<file path="config.mk">
export PLATFORM = sky130hd
export DESIGN_NAME = piece_scheduler
export DESIGN_NICKNAME = d
export VERILOG_FILES = /design/src/rtl/piece_scheduler.sv
export SDC_FILE = /design/constraint.sdc
export NUM_CORES = 1
export LEC_CHECK = 0
export ABC_AREA = 1
export CORE_AREA = 4 4 123 125
export CTS_CLUSTER_DIAMETER = 40
export CTS_CLUSTER_SIZE = 20
export DETAILED_ROUTE_END_ITERATION = 6
export DIE_AREA = 0 0 127 129
export HOLD_SLACK_MARGIN = 0.05
export PLACE_DENSITY_LB_ADDON = 0.15
export SLEW_MARGIN = 10
export SYNTH_ARGS = -nofsm -noshare
export SYNTH_HDL_FRONTEND = slang
export SYNTH_SLANG_ARGS = --single-unit
export TNS_END_PERCENT = 10
</file>
<file path="constraint.sdc">
create_clock -name Clk -period 2.4 [get_ports Clk]
set_input_delay 0.6 -clock Clk [delete_from_list [all_inputs] [get_ports Clk]]
set_output_delay 0.6 -clock Clk [all_outputs]
set_load 0.1 [all_outputs]
</file>
<file path="src/rtl/piece_scheduler.sv">
// Piece scheduler: spawns one piece FSM at a time and forwards its lock as a one-cycle static-array write.
// Latency: lock request sampled at edge N -> En_New_Static high N..N+1; `PIECE_BAG_EN selects 7-bag spawning.
// Backpressure: none; lock requests outside FALL, ticks outside WAIT and START outside IDLE/OVER are dropped.
module piece_scheduler #(
  parameter int NUM_PIECES  = 7,
  parameter int ROW_W       = 5,
  parameter int COL_W       = 4,
  parameter int LOSE_ROW    = 2,
  parameter int SPAWN_DELAY = 2
) (
  input  logic                          Clk,
  input  logic                          Reset_n,
  input  logic                          frame_tick,
  input  logic                          START,
  input  logic [2:0]                    randnum,
  input  logic [NUM_PIECES-1:0]         En_New_Static_in,
  input  logic [NUM_PIECES*4*ROW_W-1:0] Row_in,
  input  logic [NUM_PIECES*4*COL_W-1:0] Col_in,
  output logic [NUM_PIECES-1:0]         Active,
  output logic                          En_New_Static,
  output logic [4*ROW_W-1:0]            New_Static_Row,
  output logic [4*COL_W-1:0]            New_Static_col,
  output logic [2:0]                    Next_Piece,
  output logic [2:0]                    Game_State,
  output logic                          Lose,
  output logic [6:0]                    Piece_Count
);

  typedef enum logic [2:0] {
    IDLE  = 3'd0,
    SPAWN = 3'd1,
    FALL  = 3'd2,
    LOCK  = 3'd3,
    WAIT  = 3'd4,
    OVER  = 3'd5
  } state_t;

  state_t                  state_q, state_d;
  logic [NUM_PIECES-1:0]   active_q, active_d;
  logic                    en_q, en_d;
  logic [4*ROW_W-1:0]      row_q, row_d;
  logic [4*COL_W-1:0]      col_q, col_d;
  logic [2:0]              next_q, next_d;
  logic [2:0]              cur_q, cur_d;
  logic                    lose_q, lose_d;
  logic [6:0]              count_q, count_d;
  logic [3:0]              dly_q, dly_d;
  logic                    start_q;

  logic                    start_edge;
  logic [2:0]              base;
  logic [2:0]              pick;
  logic                    take_pick;
  logic                    clr_bag;
  logic                    lock_req;
  logic                    low_row;
  logic [4*ROW_W-1:0]      row_sel;
  logic [4*COL_W-1:0]      col_sel;

  assign start_edge = START & ~start_q;
  assign base       = (randnum == 3'd7) ? 3'd0 : randnum;

`ifdef PIECE_BAG_EN
  logic [6:0] used_q, used_d;
  logic [6:0] avail;
  logic [3:0] sum;
  logic [2:0] idx;
  logic       found;

  // A full mask is treated as empty so the wrap-around pick happens in the same cycle.
  always_comb begin
    avail = (&used_q) ? 7'h7f : ~used_q;
    pick  = base;
    found = 1'b0;
    sum   = 4'd0;
    idx   = 3'd0;
    for (int i = 0; i < 7; i++) begin
      sum = {1'b0, base} + 4'(i);
      if (sum >= 4'd7) sum = sum - 4'd7;
      idx = sum[2:0];
      if (!found && avail[idx]) begin
        pick  = idx;
        found = 1'b1;
      end
    end
  end

  always_comb begin
    used_d = used_q;
    if (clr_bag) used_d = 7'h0;
    else if (take_pick) used_d = ((&used_q) ? 7'h0 : used_q) | (7'h1 << pick);
  end

  always_ff @(posedge Clk or negedge Reset_n) begin
    if (!Reset_n) used_q <= 7'h0;
    else          used_q <= used_d;
  end
`else
  assign pick = base;
`endif

  always_comb begin
    row_sel  = '0;
    col_sel  = '0;
    lock_req = 1'b0;
    for (int p = 0; p < NUM_PIECES; p++) begin
      if (cur_q == 3'(p)) begin
        row_sel  = Row_in[p*4*ROW_W +: 4*ROW_W];
        col_sel  = Col_in[p*4*COL_W +: 4*COL_W];
        lock_req = En_New_Static_in[p];
      end
    end
  end

  always_comb begin
    low_row = 1'b0;
    for (int k = 0; k < 4; k++) begin
      if (row_q[k*ROW_W +: ROW_W] < ROW_W'(LOSE_ROW)) low_row = 1'b1;
    end
  end

  always_comb begin
    state_d   = state_q;
    active_d  = active_q;
    en_d      = 1'b0;
    row_d     = row_q;
    col_d     = col_q;
    next_d    = next_q;
    cur_d     = cur_q;
    lose_d    = lose_q;
    count_d   = count_q;
    dly_d     = dly_q;
    take_pick = 1'b0;
    clr_bag   = 1'b0;
    case (state_q)
      IDLE: begin
        if (start_edge) begin
          next_d    = pick;
          take_pick = 1'b1;
          state_d   = SPAWN;
        end
      end
      SPAWN: begin
        cur_d     = next_q;
        active_d  = {{(NUM_PIECES-1){1'b0}}, 1'b1} << next_q;
        next_d    = pick;
        take_pick = 1'b1;
        state_d   = FALL;
      end
      FALL: begin
        if (lock_req) begin
          row_d    = row_sel;
          col_d    = col_sel;
          en_d     = 1'b1;
          active_d = '0;
          state_d  = LOCK;
        end
      end
      LOCK: begin
        count_d = (count_q == 7'd127) ? count_q : count_q + 7'd1;
        if (low_row) begin
          lose_d  = 1'b1;
          state_d = OVER;
        end else begin
          dly_d   = 4'd0;
          state_d = WAIT;
        end
      end
      WAIT: begin
        if (frame_tick) begin
          dly_d = dly_q + 4'd1;
          if (dly_q + 4'd1 == 4'(SPAWN_DELAY)) state_d = SPAWN;
        end
      end
      OVER: begin
        active_d = '0;
        lose_d   = 1'b1;
        if (start_edge) begin
          lose_d  = 1'b0;
          count_d = 7'd0;
          clr_bag = 1'b1;
          state_d = IDLE;
        end
      end
      default: state_d = IDLE;
    endcase
  end

  always_ff @(posedge Clk or negedge Reset_n) begin
    if (!Reset_n) begin
      state_q  <= IDLE;
      active_q <= '0;
      en_q     <= 1'b0;
      row_q    <= '0;
      col_q    <= '0;
      next_q   <= 3'd0;
      cur_q    <= 3'd0;
      lose_q   <= 1'b0;
      count_q  <= 7'd0;
      dly_q    <= 4'd0;
      start_q  <= 1'b0;
    end else begin
      state_q  <= state_d;
      active_q <= active_d;
      en_q     <= en_d;
      row_q    <= row_d;
      col_q    <= col_d;
      next_q   <= next_d;
      cur_q    <= cur_d;
      lose_q   <= lose_d;
      count_q  <= count_d;
      dly_q    <= dly_d;
      start_q  <= START;
    end
  end

  assign Active         = active_q;
  assign En_New_Static  = en_q;
  assign New_Static_Row = row_q;
  assign New_Static_col = col_q;
  assign Next_Piece     = next_q;
  assign Game_State     = state_q;
  assign Lose           = lose_q;
  assign Piece_Count    = count_q;

endmodule

</file>
==> results.cfg <==
[clock_network]
root_buffer = clkbuf_16
cts.sinks = 66
cts_setup_buffers = 0
worstSkewPairLatency_ps = 330
cts_buffers = 9
h-tree-depth = 3
cts_hold_buf = 0
path_clk_slew_ps = 60
cts-resized-gates = 0
cts_tree = built
cts_buffer_depth = 2

[power_and_ir_drop]
powerDensity_mw_per_mm2 = 1240
ir_worst_vdd_mv = 0.572
finalPower_mw = 10.4
cellLeakagePower_nw = 3.98

[yosys]
yosysWarnings = 0
synth_most_common_cell = nand2_1
yosysSeqAreaShare = 0.343
synth_edf_count = 0
synth_top_area_frac = 0.343
synth_cell_type_count = 32
synthTopCellsByCount = 340 x nand2_1, 100 x nand3_1, 90 x nor2_1
synth_nets = 1056
synth_area_leaders = dfrtp_1 34%, nand2_1 27%, nand3_1 10%, nor2_1 7.0%, nand4_1 5.2%
syn_inst = 787
yosys.area.top_type = dfrtp_1
synth-main-ff-cell = dfrtp_1
netlist_area_mm2 = 0.00481
async_flop_share = 1.00
synth-seq-cells = 66
synth_area_per_cell_um2 = 6.11

[cells_and_area]
syn_to_final_growth_pct = 74.6
drive_gt1_frac = 0.0948
fin_cells = 1289
design_area_mm2 = 0.00839
fin_nets = 1372
fin_util = 0.605

[critical_path]
r2r_cells = 12
crit_chain = nor2_4, buf_4, nand3_1, nand2_1, nor2_1, nand3_1, nand2_2, nand2_4, nand2_8, buf_4, nand2_1, nand2_1
end_kind = flop
cp_top_family = simple AND/OR/NAND/NOR gates
timing.rr.start = cur_q[1]
cp_data_required_time_ps = 2660
critPathLaunch = cur_q[1]
cp.depth = 12
path_max_fanout = 36
critPathKind = flop to flop
cp.arrival_ps = 2330
critPathSlowestCell = dfrtp_1
critPathLaunchType = flop
slowest_delay_ps = 610
path_common_cell = nand2_1
path_buf_inv = 2

[floorplanning]
die_x_um = 127
die-area_mm2 = 0.0164
start_util = 0.346
ios = 324
die_h_um = 129
fp.coreArea_mm2 = 0.0139
num_rows = 43

[timing]
setup_viol = 0
drv_slew = 0
rsz0062_at_grt = no
fin_crit_sh = 0.863
worst_pin_slew_ps = 543
max_slew_margin = 0.638
finalClockSkew_ps = 13.8
hold_viol = 0
setup_ws_ps = 329
holdWs_ps = 237
fin_crit_ps = 2070
fmax_ghz = 0.483
tns_ps = 0

[grt]
grt_pass1_vias = 6124
grt_max_degree = 40
grt_pass1_wl_um = 32800
grt.total_usage = 0.259
overflow = 0
antenna_found_initial = 1

[placement]
place_inst = 1272
port_buffers = 323
gp_congestion = 0.873
hpwl_um = 17300
place_area_mm2 = 0.00812
dp_slack_ps = 203

[drt]
routedWlPerCell_um = 16.7
route.detailed.drc = 0
drt_iter0_markers = 427
drt-pass1-iter-count = 5
wl_um = 21500
vias_per_cell = 4.75
vias = 6124
antenna_left = 0

[outcome]
outcome = finished, final reports clean

[hold_path]
hp-class = primary input to asynchronous set/reset pin

[job]
cap_violations = 0
layout by cell type (no fill, tap or decap), types with 9 or more instances in the layout:
cell type        instances
o21ai_0                 15
nand3_1                100
buf_4                   71
clkdlybuf4s50_1        264
dfrtp_1                 66
inv_1                   60
nor2_1                  90
nand4_1                 40
clkbuf_16                9
nand2_1                340
power by group:
part	leakage, nW	switching (mW)	internal, mW
registers	0.853	0.415	1.55
clock network	0.131	0.475	0.721
logic	3.00	5.32	1.91
sequential cells by signal (all words and copies together), names as in the netlist, 3 cells and up:
signal and cells:
Active 7, Game_State 3, New_Static_Row 20, New_Static_col 16
Next_Piece 3, Piece_Count 7, cur_q 3, dly_q 4
worst reg2reg max path: cells and delay by family (launching register included):
kind,cells,cell delay (ps)
DFF,1,610
buffers and inverters,2,560
and+or+nand+nor,10,840
cell families (layout without fill, tap and decap cells):
group / count (synthesis) / in the layout / synth area share
compound gates: 26 / 26 / 0.0289
flops: 66 / 66 / 0.343
fa+ha+maj: 3 / 3 / 0.00781
xor+xnor: 2 / 2 / 0.00364
other cells: 0 / 1 / 0
buf+inv: 100 / 421 / 0.0890
simple gates: 590 / 590 / 0.527
final cells by class:
type	count	area (µm²)
Tap cell	180	225
Multi-Input combinational cell	621	2730
Clock inverter	5	30.0
Clock buffer	11	243
Timing Repair Buffer	339	3260
Sequential cell	66	1650
Inverter	66	253
Antenna cell	1	2.50
Fill cell	1370	5490
metal layers:
layer	GRT usage	part of all wire	wire length [µm]
met1	0.302	0.40	8600
met2	0.447	0.49	10600
met3	0.0905	0.082	1760
met4	0.0808	0.026	560
met5	0	0	0
path summary, 6_finish.rpt:
kind	endpoint	slack, ps
max in group asynchronous	New_Static_Row[1]	1620
hold reg to reg	Active[3]	470
hold / removal	Piece_Count[5]	240
setup reg to reg	New_Static_col[3]	330
min in group Clk	Active[3]	470
setup / recovery	New_Static_col[3]	330
Power figures use the tool's default switching activity.
